==> config.mk <==
export PLATFORM = sky130hd
export DESIGN_NAME = batting_pulse_multi
export DESIGN_NICKNAME = d
export VERILOG_FILES = /design/src/rtl/batting_pulse_multi.sv
export SDC_FILE = /design/constraint.sdc
export NUM_CORES = 1
export LEC_CHECK = 0
export CORE_MARGIN = 4
export CORE_UTILIZATION = 49
export DETAILED_ROUTE_END_ITERATION = 12
export PLACE_DENSITY = 0.76
export SLEW_MARGIN = 30
export SYNTH_ARGS = -nofsm -noshare
export SYNTH_HDL_FRONTEND = slang
export SYNTH_SLANG_ARGS = --single-unit
==> constraint.sdc <==
create_clock -name clk -period 2.27 [get_ports clk]
set_clock_uncertainty 0.2 [all_clocks]
set_input_delay 0.3405 -clock clk [delete_from_list [all_inputs] [get_ports clk]]
set_output_delay 0.3405 -clock clk [all_outputs]
set_load 0.01 [all_outputs]
==> src/rtl/batting_pulse_multi.sv <==
// -----------------------------------------------------------------------------
// batting_pulse_multi
//
// Purpose:
//   Swing/result sequencer. A swing is armed by start. Once start drops, the
//   first valid result on hitout is latched into a registered one-hot pulse.
//   The pulse is held for PULSE_LEN cycles. The block then waits for every
//   result line to go quiet before it can be armed again. An optional timeout
//   abandons a swing that never resolves.
//
// Handshake:
//   There is no valid/ready pair. start is a level request that is sampled
//   only in IDLE. hitout is sampled only in ARMED, and only while start is
//   low, so a result that is still on the lines after the pulse cannot
//   re-trigger the block.
//
// Parameters:
//   NUM_RESULTS  number of result channels (2..16)
//   PULSE_LEN    cycles each result pulse is held (1..255)
//   TIMEOUT      ARMED cycles before the swing is abandoned; 0 disables it
//   MULTI_MODE   0: a multi-hot hitout is ignored; 1: the lowest set bit wins
//
// Ports:
//   clk            in   sole clock, rising edge
//   reset          in   asynchronous, active-high reset
//   start          in   swing request
//   hitout         in   [NUM_RESULTS] result lines (bit 0 = hit1, MSB = out)
//   pulse          out  [NUM_RESULTS] registered one-hot result pulse
//   result_idx     out  [4] index of the last accepted result
//   busy           out  high in every state except IDLE
//   timeout_pulse  out  single-cycle flag when a swing is abandoned
//   result_count   out  [8] saturating count of accepted results
//   o_state_dbg    out  [2] current FSM state (0 IDLE, 1 ARMED, 2 PULSE, 3 RELEASE)
// -----------------------------------------------------------------------------
module batting_pulse_multi #(
    parameter int NUM_RESULTS = 5,
    parameter int PULSE_LEN   = 1,
    parameter int TIMEOUT     = 0,
    parameter int MULTI_MODE  = 0
) (
    input  logic                   clk,
    input  logic                   reset,
    input  logic                   start,
    input  logic [NUM_RESULTS-1:0] hitout,
    output logic [NUM_RESULTS-1:0] pulse,
    output logic [3:0]             result_idx,
    output logic                   busy,
    output logic                   timeout_pulse,
    output logic [7:0]             result_count,
    output logic [1:0]             o_state_dbg
);

    typedef enum logic [1:0] {
        S_IDLE    = 2'd0,
        S_ARMED   = 2'd1,
        S_PULSE   = 2'd2,
        S_RELEASE = 2'd3
    } state_t;

    localparam logic [7:0]  PLEN_LAST  = 8'(PULSE_LEN - 1);
    localparam logic [15:0] TO_LAST    = 16'((TIMEOUT > 0) ? TIMEOUT - 1 : 0);
    localparam bit          TIMEOUT_EN = (TIMEOUT > 0);

    // Registered state and outputs
    state_t                 r_state;
    logic [NUM_RESULTS-1:0] r_pulse;
    logic [3:0]             r_result_idx;
    logic                   r_busy;
    logic                   r_timeout_pulse;
    logic [7:0]             r_result_count;
    logic [15:0]            r_tmr;     // ARMED cycle counter
    logic [7:0]             r_plen;    // cycles already spent in PULSE

    // Next-state values
    state_t                 w_state_next;
    logic [NUM_RESULTS-1:0] w_pulse_next;
    logic [3:0]             w_idx_next;
    logic                   w_tp_next;
    logic [7:0]             w_count_next;
    logic [15:0]            w_tmr_next;
    logic [7:0]             w_plen_next;

    // hitout decode
    logic [4:0]             w_popcnt;
    logic [3:0]             w_low_idx;
    logic                   w_valid;
    logic [NUM_RESULTS-1:0] w_onehot;

    // Scan from the MSB down so the last write leaves the lowest set index.
    always_comb begin
        w_popcnt  = '0;
        w_low_idx = '0;
        for (int i = NUM_RESULTS - 1; i >= 0; i--) begin
            w_popcnt = w_popcnt + 5'(hitout[i]);
            if (hitout[i]) begin
                w_low_idx = 4'(i);
            end
        end
    end

    // In mode 0 a multi-hot pattern is not a result. In mode 1 any non-zero
    // pattern is a result, and the lowest set bit is the one reported.
    assign w_valid  = (MULTI_MODE != 0) ? (hitout != '0) : (w_popcnt == 5'd1);
    assign w_onehot = {{(NUM_RESULTS-1){1'b0}}, 1'b1} << w_low_idx;

    // Next-state and next-output logic
    always_comb begin
        w_state_next = r_state;
        w_pulse_next = '0;
        w_idx_next   = r_result_idx;
        w_tp_next    = 1'b0;
        w_count_next = r_result_count;
        w_tmr_next   = r_tmr;
        w_plen_next  = r_plen;

        case (r_state)
            S_IDLE: begin
                if (start) begin
                    w_state_next = S_ARMED;
                    w_tmr_next   = '0;
                end
            end

            S_ARMED: begin
                // A result on the expiry cycle takes priority over the timeout.
                if (!start && w_valid) begin
                    w_state_next = S_PULSE;
                    w_pulse_next = w_onehot;
                    w_idx_next   = w_low_idx;
                    w_plen_next  = '0;
                    if (r_result_count != 8'hFF) begin
                        w_count_next = r_result_count + 8'd1;
                    end
                end else if (TIMEOUT_EN && (r_tmr == TO_LAST)) begin
                    w_state_next = S_IDLE;
                    w_tp_next    = 1'b1;
                    w_tmr_next   = '0;
                end else if (TIMEOUT_EN) begin
                    w_tmr_next = r_tmr + 16'd1;
                end
            end

            S_PULSE: begin
                if (r_plen == PLEN_LAST) begin
                    w_state_next = S_RELEASE;
                end else begin
                    w_pulse_next = r_pulse;
                    w_plen_next  = r_plen + 8'd1;
                end
            end

            S_RELEASE: begin
                // Wait for the result lines to clear so that a held line
                // cannot fire a second pulse.
                if (hitout == '0) begin
                    w_state_next = S_IDLE;
                end
            end

            default: begin
                w_state_next = S_IDLE;
                w_idx_next   = '0;
            end
        endcase
    end

    always_ff @(posedge clk or posedge reset) begin
        if (reset) begin
            r_state         <= S_IDLE;
            r_pulse         <= '0;
            r_result_idx    <= '0;
            r_busy          <= 1'b0;
            r_timeout_pulse <= 1'b0;
            r_result_count  <= '0;
            r_tmr           <= '0;
            r_plen          <= '0;
        end else begin
            r_state         <= w_state_next;
            r_pulse         <= w_pulse_next;
            r_result_idx    <= w_idx_next;
            r_busy          <= (w_state_next != S_IDLE);
            r_timeout_pulse <= w_tp_next;
            r_result_count  <= w_count_next;
            r_tmr           <= w_tmr_next;
            r_plen          <= w_plen_next;
        end
    end

    assign pulse         = r_pulse;
    assign result_idx    = r_result_idx;
    assign busy          = r_busy;
    assign timeout_pulse = r_timeout_pulse;
    assign result_count  = r_result_count;
    assign o_state_dbg   = r_state;

endmodule

==> summary by stage, run 1 <==
GRT
Global routing consumed, over all layers together, 19.0% of the routing resources. The via count of the first global-routing pass came to 1352. The wire length of the first global-routing pass is 6330 microns.

The met3 demand-to-capacity share in global routing is 3.29%. Global routing consumed, on the met1 layer, 25.3% of the routing resources. The final global-route overflow total is 0. Entering global routing, the biggest net connects 28 pins.

The number of antenna violations at the first check in global routing is 0. The met2 usage in global routing is 32.7%. The most utilized layer in the global route result is met2.

Pwr
Power spread over the standard cell area amounts to 719 mW/mm^2. Per report_power, the sequential group accounts for 38.4% of the total. The maximum vdd ir drop is 487 uV. The internal power is 0.00102 W.

The analysis attributes to net switching a power of 0.000617 W. The switching share of total power is 37.8%. The clock network fraction of design power is 12.9%. The combinational group share of total power is 48.7%.

After layout, the design draws a total of 0.00163 W. Summed over all cells, the static leakage comes to 1.08 nW.

STA
The maximum frequency from static timing analysis is 0.403 GHz. Setup repair after global routing could not meet its margin everywhere. Counting I/O delays and the setup requirement, the final critical path takes 2.48 ns. The final worst setup slack is -0.214 ns. The tightest hold path in the finished design has a slack of 0.108 ns. For the pin with the worst max-slew slack, the measured transition is 0.670 ns. The final count of negative-setup-slack endpoints is 25. The number of max-slew violations in the final report is 0. The hold violation count in the final report came to 0. The post-route clock period utilization is 109%. The relative slew slack is 54.9%.

Floorplan
The standard cell core area is 0.00305 sq mm. In this run the horizontal extent of the chip is 64.5 microns. The floorplan has 20 rows. In this run the count of I/O pins placed on the die edge is 29.

The total die area is 0.00416 sq mm. The initial core utilization is 51.2%. Measured along the y axis, the die boundary spans 64.5 microns.

Yosys
During synthesis, Yosys emitted a total of 0 warnings. Of all flip-flops after synthesis, the portion carrying an async set or reset was 100%. The register area share after synthesis is 43.2%. In the synthesized netlist the dominant register cell turns out to be sky130_fd_sc_hd__dfrtp_1. The synthesized design contains 0 enable-type register cells. The synthesis-stage register bit count is 27. The number of unique standard cell types used by synthesis is 45. The cell area after technology mapping is 0.00156 sq mm. Synthesis produced a netlist whose cell count is 153. The synthesized area divided by synthesized cell count is 10.2 sq um.

Finish
Counting the fill cells in the layout gives 219. The share of final-layout standard cells stronger than drive strength 1 is 34.8%. 0 antenna diodes ended up in the layout. The post-route cell area is 0.00227 sq mm.

The net count of the finished layout is 221. Relative to the synthesized area, the layout overhead comes to 45.3%.

Clocking
The maximum number of buffers from clock root to sink is 2. The H-tree depth is 1. After clock tree synthesis, the flow added hold-fix buffers numbering 0.

The total CTS buffers is 3. Clock tree synthesis found a total of 27 sinks. The tree is rooted in a sky130_fd_sc_hd__clkbuf_4.

The worst-skew pair later-pin latency is 0.32 ns. The CTS tree is yes. The clock transition at the registers of the reported paths is 0.15 ns.

Drt
The average wire per standard cell is 15.1 microns. The final routed DRC violation total is 0. The count of nets left with antenna violations after detail routing is 0. The total number of vias is 1341.

Summed over all layers, the routed wires come to 3690 microns. The number of vias per cell is 5.47. For this run, the detailed router's first-pass iteration total came to 4. The number of DRC markers after the initial detailed-route iteration is 71.

Setup path
The type of element launching the critical path is an input pin. The data arrival time of the critical path is 2.51 ns. The worst endpoint required time is 2.30 ns. The biggest fanout along the worst timing path is 5. The endpoint class of the critical path is a register. The critical setup path kind is input pin to register.

Placed design
In this run the cell area measured after placement is 0.00201 sq mm. The detailed-placement wirelength estimate is 2550 microns. The pre-CTS setup slack is -1.13 ns. Buffers placed on the I/O ports in this run total 26.

The congestion estimate from routability-driven global placement came to 0.952.

Min path
The worst hold-check path type is input pin to register.

Status
The checks that failed: setup timing. The flow ran to the end, but the final reports show violations.

Flow run
The max capacitance violation total is 0.
==> power groups by stage <==
stage	Combinational [W]	Sequential (W)	Clock (W)
final	0.000795	0.000627	0.000210
after floorplan	0.000346	0.000662	0
after CTS	0.000753	0.000626	0.000217
after global routing	0.000863	0.000641	0.000240
after detailed placement	0.000637	0.000635	0
after global placement	0.000629	0.000632	0
==> cells in the final DEF (no fill, tap or decap), types with 3 or more instances in the layout <==
master | netlist | routed
sky130_fd_sc_hd__a21oi_1 | 4 | 3
sky130_fd_sc_hd__buf_4 | 3 | 17
sky130_fd_sc_hd__buf_6 | 0 | 6
sky130_fd_sc_hd__clkbuf_4 | 0 | 3
sky130_fd_sc_hd__clkdlybuf4s50_1 | 0 | 22
sky130_fd_sc_hd__dfrtp_1 | 27 | 27
sky130_fd_sc_hd__ha_1 | 9 | 8
sky130_fd_sc_hd__inv_1 | 15 | 11
sky130_fd_sc_hd__nand2_1 | 20 | 16
sky130_fd_sc_hd__nand2_2 | 1 | 4
sky130_fd_sc_hd__nand3_1 | 6 | 6
sky130_fd_sc_hd__nor2_1 | 6 | 5
sky130_fd_sc_hd__nor4_4 | 2 | 4
sky130_fd_sc_hd__o21ai_2 | 0 | 4
sky130_fd_sc_hd__xor2_1 | 4 | 4
==> cell usage after synthesis, types with 2 or more instances <==
cell,n,area (sq um)
sky130_fd_sc_hd__nand4_1,2,12.5
sky130_fd_sc_hd__nor4_1,2,12.5
sky130_fd_sc_hd__nand2_1,20,75.1
sky130_fd_sc_hd__and3_1,2,12.5
sky130_fd_sc_hd__and2_1,2,12.5
sky130_fd_sc_hd__mux2_2,3,33.8
sky130_fd_sc_hd__o31ai_1,3,22.5
sky130_fd_sc_hd__ha_1,9,113
sky130_fd_sc_hd__nor4_2,2,25.0
sky130_fd_sc_hd__nor4_4,2,42.5
sky130_fd_sc_hd__a31oi_1,2,12.5
sky130_fd_sc_hd__fa_1,2,40.0
sky130_fd_sc_hd__nor2_1,6,22.5
sky130_fd_sc_hd__a22o_1,2,17.5
sky130_fd_sc_hd__xnor2_1,2,17.5
sky130_fd_sc_hd__o21ai_0,6,30.0
sky130_fd_sc_hd__o41ai_1,3,26.3
sky130_fd_sc_hd__dfrtp_1,27,676
sky130_fd_sc_hd__buf_2,2,10.0
sky130_fd_sc_hd__nand4b_1,2,17.5
sky130_fd_sc_hd__xor2_1,4,35.0
sky130_fd_sc_hd__nand3_1,6,30.0
sky130_fd_sc_hd__a21oi_1,4,20.0
sky130_fd_sc_hd__buf_4,3,22.5
sky130_fd_sc_hd__inv_1,15,56.3
==> worst max-delay path, cell delays in order <==
cell and delay [ns]:
sky130_fd_sc_hd__buf_8 0.08, sky130_fd_sc_hd__inv_4 0.03, sky130_fd_sc_hd__fa_1 0.56, sky130_fd_sc_hd__fa_2 0.49, sky130_fd_sc_hd__o41ai_4 0.44, sky130_fd_sc_hd__and2_4 0.25
sky130_fd_sc_hd__nand2_2 0.06, sky130_fd_sc_hd__mux2_2 0.26
==> path summary, 6_finish.rpt <==
kind | startpoint | endpoint | slack [ns] | cells after the start
min in group asynchronous | reset | busy | 0.15 | 3
worst min-delay path | hitout[1] | result_idx[1] | 0.11 | 3
max in group asynchronous | reset | r_plen[2] | 1.45 | 3
worst max register to register | r_plen[3] | pulse[2] | 0.08 | 5
worst max-delay path | hitout[3] | r_plen[0] | -0.21 | 8
worst min register to register | pulse[1] | pulse[1] | 0.31 | 2
==> through the flow <==
step | instances | utilization, % | TNS [ns]
after global routing | 245 | 74.4 | -4.69
after global placement | 235 | 65.9 | -26.91
after CTS | 242 | 71.1 | -5.12
after floorplan | 154 | - | -6.23
final | 245 | 74.4 | -3.45
after detailed placement | 235 | 65.9 | -27.51
==> cells by family (layout without fill, tap and decap cells) <==
logic type	after synthesis	count (layout)	share of synthesized area, %
adder cells (fa/ha/maj)	11	11	9.77
XOR/XNOR	6	6	3.36
flip-flops	27	27	43.2
AO/OA/AOI/OAI	30	30	14.3
multiplexers	3	3	2.16
other	1	2	0.240
buffers and inverters	20	67	5.68
AND/OR/NAND/NOR	55	55	21.3
==> layer usage <==
metal / share of wire [%] / wire length, microns
met3: 4.4 / 162
met4: 0.89 / 33
met1: 43 / 1600
met2: 51 / 1890
met5: 0 / 0
==> cell type report <==
class	count	area, sq um	area share, %
clock inverters	1	5.00	0.220
clock buffers	3	22.5	0.992
flip-flops and latches	27	676	29.8
repair buffers	48	458	20.2
well taps	44	55.1	2.42
inverters	15	71.3	3.14
multi-input cells	107	983	43.3
==> sequential cells by signal (all words and copies together) (netlist names) <==
name and cells:
result_count 8, o_state_dbg 2, r_plen 8, pulse 5, result_idx 3, busy 1
==> timing repair <==
| action | CTS | global route |
|---|---|---|
| pin swaps | 23 | 20 |
| setup buffers | 3 | 3 |
| setup endpoints to repair | 27 | 26 |
| gates resized for setup | 44 | 16 |
Note: power is estimated with default switching activity, not from simulation.
==> inputs of run 2 (changes only) <==
--- a/config.mk
+++ b/config.mk
@@ -6,9 +6,9 @@
 export NUM_CORES = 1
 export LEC_CHECK = 0
 export CORE_MARGIN = 4
-export CORE_UTILIZATION = 49
+export CORE_UTILIZATION = 44
 export DETAILED_ROUTE_END_ITERATION = 12
-export PLACE_DENSITY = 0.76
+export PLACE_DENSITY = 0.69
 export SLEW_MARGIN = 30
 export SYNTH_ARGS = -nofsm -noshare
 export SYNTH_HDL_FRONTEND = slang
==> summary by stage, run 2 (synthesis results as in run 1) <==
Clocking
The number of buffers inserted by hold repair at cts is 0 (unchanged). The H-tree depth is 1 (unchanged). The clock transition at the registers of the reported paths is 0.16 ns (about the same).

Clock tree synthesis selected as its root buffer the cell sky130_fd_sc_hd__clkbuf_4. The maximum number of buffers from clock root to sink is 2 (unchanged). The sink count of the clock tree is 27 (unchanged).

The worst-skew pair later-pin latency came to 0.34 ns (+0.02 ns). TritonCTS built the clock tree. The total CTS buffers came to 3 (unchanged).

STA
The post-route clock period utilization is 113% (+4.0 points). The number of max-slew violations in the final report is 0 (unchanged). The final count of negative-setup-slack endpoints came to 26 (+4.0%). The maximum frequency from static timing analysis is 0.388 GHz (-3.5%). The hold violation count in the final report is 0 (unchanged). The final worst setup slack was -0.305 ns (-0.0908 ns). Setup repair after global routing could not meet its margin everywhere.

The post-route setup TNS came to -5.33 ns (-1.88 ns). The minimum clock period after layout is 2.57 ns (+0.0908 ns).

Placed design
The last weighted congestion value of the routability-driven placer is 0.802 (-16%). The cell count after placement is 239 (+1.7%). The detailed-placement wirelength estimate was 2690 microns (+5.4%). The number of buffer cells added on primary ports is 26 (unchanged). The pre-CTS setup slack is -1.20 ns (-0.0723 ns). The post-detailed-placement cell area is 0.00203 sq mm (+0.87%).

Pwr
The combinational group share of total power is 49.7% (+1.0 points). The leakage power figure is 1.07 nW (-0.92%). The clock network fraction of design power is 13.2% (+0.3 points). The total power came to 0.00169 W (+3.7%). The proportion of power drawn by flip-flops and latches is 37.0% (-1.4 points). The power density over cell area is 727 mW/mm^2 (+1.1%). The maximum vdd ir drop is 395 uV (-19%).

The switching share of total power is 37.5% (-0.25 points). The net load switching power came to 0.000635 W (+3.0%). The internal power is 0.00106 W (+4.1%).

Drt
The total number of vias came to 1345 (+0.30%). The sum of routed wire length over all layers was 3830 microns (+3.8%). The average wire per standard cell is 15.1 microns (about the same). The first-pass iteration count of the detailed router is 4 (unchanged). The number of DRC markers after the initial detailed-route iteration is 33 (-54%). The number of vias per cell is 5.30 (-3.3%). The count of nets left with antenna violations after detail routing is 0 (unchanged). The final routed DRC violation total came to 0 (unchanged).

Setup path
The number of cell instances on the worst register-to-register path is 7 (+2). STA classifies the critical path endpoint as a register. The worst-case register-to-register setup slack came to 0.08 ns (about the same). The worst endpoint required time was 2.36 ns (+0.06 ns). The data arrival time of the critical path is 2.66 ns (+0.15 ns). The critical setup path kind is input pin to register. The worst setup path is launched from an input pin.

The biggest fanout along the worst timing path is 3 (-2).

Finish
The final layout net count came to 228 (+3.2%). Leaving out fill and tap cells, the most frequent cell in the layout is sky130_fd_sc_hd__dfrtp_1. The sequential cell area in the final layout was 676 sq um (unchanged).

The share of final-layout standard cells stronger than drive strength 1 came to 36.5% (+1.7 points). The number of inserted filler cells in the final layout is 242 (+11%). The number of diodes added for antenna fixing is 0 (unchanged). The final standard cell count with taps included and fillers excluded came to 254 (+3.7%). The area of combinational cells with multiple inputs is 983 sq um (unchanged).

The top cell types in the final layout, fill and taps aside, are sky130_fd_sc_hd__dfrtp_1 (27), sky130_fd_sc_hd__clkdlybuf4s50_1 (23), sky130_fd_sc_hd__buf_4 (23), sky130_fd_sc_hd__nand2_1 (16), sky130_fd_sc_hd__inv_1 (11). The area growth from synthesis to layout is 49.0%. The post-route cell area is 0.00233 sq mm (+2.5%).

Status
The checks that failed: setup timing. The flow ran to the end, but the final reports show violations.

Floorplan
The total die area was 0.00457 sq mm (+9.9%). The standard cell core area is 0.00339 sq mm (+11%). The number of I/O pins is 29 (unchanged). The initial core utilization is 46.1% (-5.1 points). The number of placement rows is 21 (+5.0%). The vertical die dimension is 67.6 microns (+4.8%). The die width was 67.6 microns (+4.8%).

GRT
The pin count of the biggest net entering global routing is 28 (unchanged). The via count of the first global-routing pass was 1413 (+4.5%). The wire length of the first global-routing pass came to 6380 microns (+0.76%). The total global-route track usage is 18.5% (-0.56 points). The number of antenna violations at the first check in global routing is 0 (unchanged). The final global-route overflow total is 0 (unchanged).

Min path
The worst hold-check path type is input pin to asynchronous set/reset pin.

Flow run
The max capacitance violation total was 0 (unchanged).
-- run 2: final timing paths --
kind / from / endpoint
worst max-delay path: hitout[0] / pulse[2]
max in group asynchronous: reset / o_state_dbg[1]
worst min-delay path: reset / result_count[0]
worst min register to register: result_idx[0] / result_idx[0]
min in group clk: hitout[1] / result_idx[1]
worst max register to register: r_plen[0] / pulse[2]
-- run 2: layout make-up --
cell class / instances / area share (%)
Clock buffer: 3 / 0.967
Inverter: 15 / 3.06
Tap cell: 46 / 2.47
Sequential cell: 27 / 29.0
Clock inverter: 1 / 0.322
Timing Repair Buffer: 55 / 21.9
Multi-Input combinational cell: 107 / 42.2
-- run 2: worst max-delay path, cell delays in order --
cell and delay [ns]:
sky130_fd_sc_hd__buf_12 0.09, sky130_fd_sc_hd__inv_12 0.03, sky130_fd_sc_hd__fa_1 0.50, sky130_fd_sc_hd__fa_2 0.35
sky130_fd_sc_hd__inv_2 0.07, sky130_fd_sc_hd__ha_4 0.20, sky130_fd_sc_hd__nor4_4 0.25, sky130_fd_sc_hd__nand2_2 0.09
sky130_fd_sc_hd__buf_4 0.16, sky130_fd_sc_hd__buf_6 0.12, sky130_fd_sc_hd__nor4_4 0.28, sky130_fd_sc_hd__a22o_2 0.18
-- run 2: layer usage --
layer  GRT usage (%)  part of all wire (%)  vias up
met1            20.6                    40      658
met4            9.11                   2.6        0
met2            34.0                    54       24
li1                -                     -      655
met3            2.50                   2.7        8
met5               0                     0        -
-- run 2: repair_timing --
item | CTS | global route
buffers inserted | 8 | 3
pin swaps | 23 | 12
resized for setup | 52 | 7
endpoints found under the setup margin | 27 | 27
-- run 2: power groups by stage --
stage	sequential (W)	combinational, W	clock, W
floorplan	0.000662	0.000346	0
global placement	0.000632	0.000644	0
detailed placement	0.000639	0.000655	0
CTS	0.000629	0.000820	0.000230
global route	0.000639	0.000909	0.000258
finish	0.000627	0.000842	0.000224
-- run 2: metrics by stage --
step | utilization (%) | hold WS [ns]
after global routing | 68.7 | 0.116
after floorplan | - | 0.193
after detailed placement | 59.9 | 0.271
after CTS | 66.9 | 0.118
after global placement | 59.9 | 0.258
final | 68.7 | 0.135
==> inputs of run 3 (changes only) <==
--- a/config.mk
+++ b/config.mk
@@ -5,10 +5,11 @@
 export SDC_FILE = /design/constraint.sdc
 export NUM_CORES = 1
 export LEC_CHECK = 0
-export CORE_MARGIN = 4
 export CORE_UTILIZATION = 44
+export CTS_CLUSTER_SIZE = 10
 export DETAILED_ROUTE_END_ITERATION = 12
 export PLACE_DENSITY = 0.69
+export REMOVE_ABC_BUFFERS = 1
 export SLEW_MARGIN = 30
 export SYNTH_ARGS = -nofsm -noshare
 export SYNTH_HDL_FRONTEND = slang
==> summary by stage, run 3 (synthesis results as in run 1) <==
Status
The run finished, with violations left. The final reports fail on setup timing.

Drt
The count of nets left with antenna violations after detail routing is 0 (unchanged). The number of vias per cell was 5.52 (+4.2%). The total number of vias came to 1374 (+2.2%). The first-pass iteration count of the detailed router is 4 (unchanged). The final routed DRC violation total came to 0 (unchanged).

The number of DRC markers after the initial detailed-route iteration was 48 (+45%). The average wire per standard cell is 15.1 microns (about the same). The sum of routed wire length over all layers is 3750 microns (-2.1%).

Setup path
The biggest fanout along the worst timing path is 3 (unchanged). The endpoint class of the critical path is a register. Walking the worst path, the cells encountered are buf_8 > inv_4 > fa_1 > fa_2 > inv_2 > ha_4 > o41ai_4 > and2_4 > nand2_2 > o41ai_2. The number of cell instances on the worst register-to-register path is 7 (unchanged). The worst-case register-to-register setup slack came to 0.22 ns (+0.14 ns). The worst endpoint required time is 2.29 ns (-0.07 ns). The delay of the slowest cell on the worst path is 0.50 ns (about the same).

The critical register-to-register path endpoint is r_plen[0]. The startpoint identified for the worst register-to-register timing path is r_plen[0]. STA classifies the critical path startpoint as an input pin. By startpoint and endpoint, the worst setup path is classified as input pin to register.

The library cell contributing the largest single delay on the critical path is sky130_fd_sc_hd__fa_1. The data arrival time of the critical path is 2.56 ns (-0.10 ns).

Clocking
TritonCTS built the clock tree. The root buffer selected by CTS is sky130_fd_sc_hd__clkbuf_4. The H-tree depth is 1 (unchanged).

The worst-skew pair later-pin latency came to 0.32 ns (-0.02 ns). The sink count of the clock tree is 27 (unchanged). The clock transition at the registers of the reported paths was 0.14 ns (-0.02 ns).

The maximum number of buffers from clock root to sink was 2 (unchanged). The total CTS buffers was 3 (unchanged). The number of buffers inserted by hold repair at cts is 0 (unchanged).

Floorplan
The number of I/O pins came to 29 (unchanged). The standard cell core area came to 0.00336 sq mm (-0.78%). The die width is 61.6 microns (-8.9%).

The number of placement rows is 21 (unchanged). The initial core utilization was 46.5% (+0.36 points). The total die area is 0.00379 sq mm (-17%). The vertical die dimension is 61.6 microns (-8.9%).

STA
The final worst setup slack is -0.278 ns (+0.0270 ns). The maximum frequency from static timing analysis came to 0.392 GHz (+1.1%). The final count of negative-setup-slack endpoints came to 26 (unchanged). For the pin with the worst max-slew slack, the measured transition is 0.526 ns. Setup repair after global routing could not meet its margin everywhere.

The post-route clock period utilization is 112% (-1.2 points). The worst-case hold slack is 0.148 ns (+0.0137 ns). Measured against its own limit, the worst slew margin works out to 64.6%.

The minimum clock period after layout came to 2.55 ns (-0.0270 ns). The number of max-slew violations in the final report is 0 (unchanged). The hold violation count in the final report is 0 (unchanged).

Finish
The share of final-layout standard cells stronger than drive strength 1 is 36.9% (+0.41 points). The post-route core utilization is 68.5% (-0.24 points). The final layout net count came to 223 (-2.2%). The final standard cell count with taps included and fillers excluded is 249 (-2.0%). The library cells used most frequently in the layout, excluding fill and tap cells, are sky130_fd_sc_hd__dfrtp_1 (27), sky130_fd_sc_hd__clkdlybuf4s50_1 (23), sky130_fd_sc_hd__buf_4 (16), sky130_fd_sc_hd__nand2_1 (15), sky130_fd_sc_hd__inv_1 (11). The area growth from synthesis to layout is 47.3%.

The library cell used most frequently in the layout, excluding fill and tap cells, is sky130_fd_sc_hd__dfrtp_1. The number of diodes added for antenna fixing is 0 (unchanged).

GRT
The number of antenna violations at the first check in global routing is 0 (unchanged). The wire length of the first global-routing pass is 6150 microns (-3.6%). The total global-route track usage is 21.9% (+3.5 points). The pin count of the biggest net entering global routing came to 28 (unchanged).

The via count of the first global-routing pass is 1325 (-6.2%). The final global-route overflow total was 0 (unchanged).

Pwr
The power density over cell area is 761 mW/mm^2 (+4.6%). The maximum vdd ir drop came to 593 uV (+50%). The leakage power figure is 1.05 nW (-1.5%).

The total power was 0.00175 W (+3.4%).

Min path
The worst hold-check path type is input pin to asynchronous set/reset pin.

Placed design
The detailed-placement wirelength estimate is 2600 microns (-3.3%). The cell count after placement is 236 (-1.3%). The pre-CTS setup slack is -1.30 ns (-0.0979 ns).

The last weighted congestion value of the routability-driven placer is 0.936 (+17%). The number of buffer cells added on primary ports is 26 (unchanged).

Flow run
The max capacitance violation total is 0 (unchanged).
[run 3: cell types whose count changed in the layout (fill, tap and decap cells not counted), moves of 2 or more]
cell / change
sky130_fd_sc_hd__o21ai_2: +3
sky130_fd_sc_hd__buf_6: +4
sky130_fd_sc_hd__buf_4: -7
sky130_fd_sc_hd__o21ai_1: -2
[run 3: repair_timing]
item                                    CTS  global route
gates resized for setup                  57            14
gates cloned                              0             0
pin swaps                                23            11
endpoints found under the setup margin   27            27
buffers inserted                          7             2
[run 3: worst max-delay path: cells and delay by family]
kind,cells,cell delay (ns)
AND/OR/NAND/NOR,2,0.32
AO/OA/AOI/OAI,2,0.60
adder cells (fa/ha/maj),3,1.12
buffers and inverters,3,0.19
[run 3: worst max path at each step]
stage	start	endpoint	slack [ns]	cells past startpoint
2_1_floorplan	hitout[1]	pulse[4]	-0.72	9
3_3_place_gp	hitout[0]	pulse[4]	-1.18	10
3_5_place_dp	hitout[0]	r_plen[6]	-1.30	10
4_1_cts	hitout[3]	r_plen[1]	-0.20	11
5_1_grt	hitout[3]	r_plen[6]	-0.29	10
6_report	hitout[3]	r_plen[6]	-0.28	10
[run 3: layout make-up]
cell class | count | area (sq um)
Clock buffer | 4 | 26.3
Timing Repair Buffer | 50 | 478
Multi-Input combinational cell | 107 | 1000
Tap cell | 46 | 57.6
Fill cell | 261 | 1060
Sequential cell | 27 | 676
Inverter | 15 | 61.3
[run 3: per-layer routing]
metal  up-vias  global-route usage [%]  routed length [microns]
met5         -                       0                        0
li1        640                       -                        -
met2        41                    38.6                     2040
met4         0                    6.98                       25
met3         4                    2.94                      137
met1       689                    27.9                     1550
[run 3: per-stage QoR]
| step | instance area (sq um) | TNS [ns] |
|---|---|---|
| CTS | 2220 | -3.37 |
| global route | 2300 | -6.05 |
| floorplan | 1530 | -12.00 |
| global placement | 1960 | -28.46 |
| finish | 2300 | -4.48 |
| detailed placement | 1960 | -30.01 |
[run 3: power by group]
part,internal (W),switching (W)
logic,0.000464,0.000448
registers,0.000554,0.0000785
clock network,0.0000688,0.000138
total,0.00109,0.000664
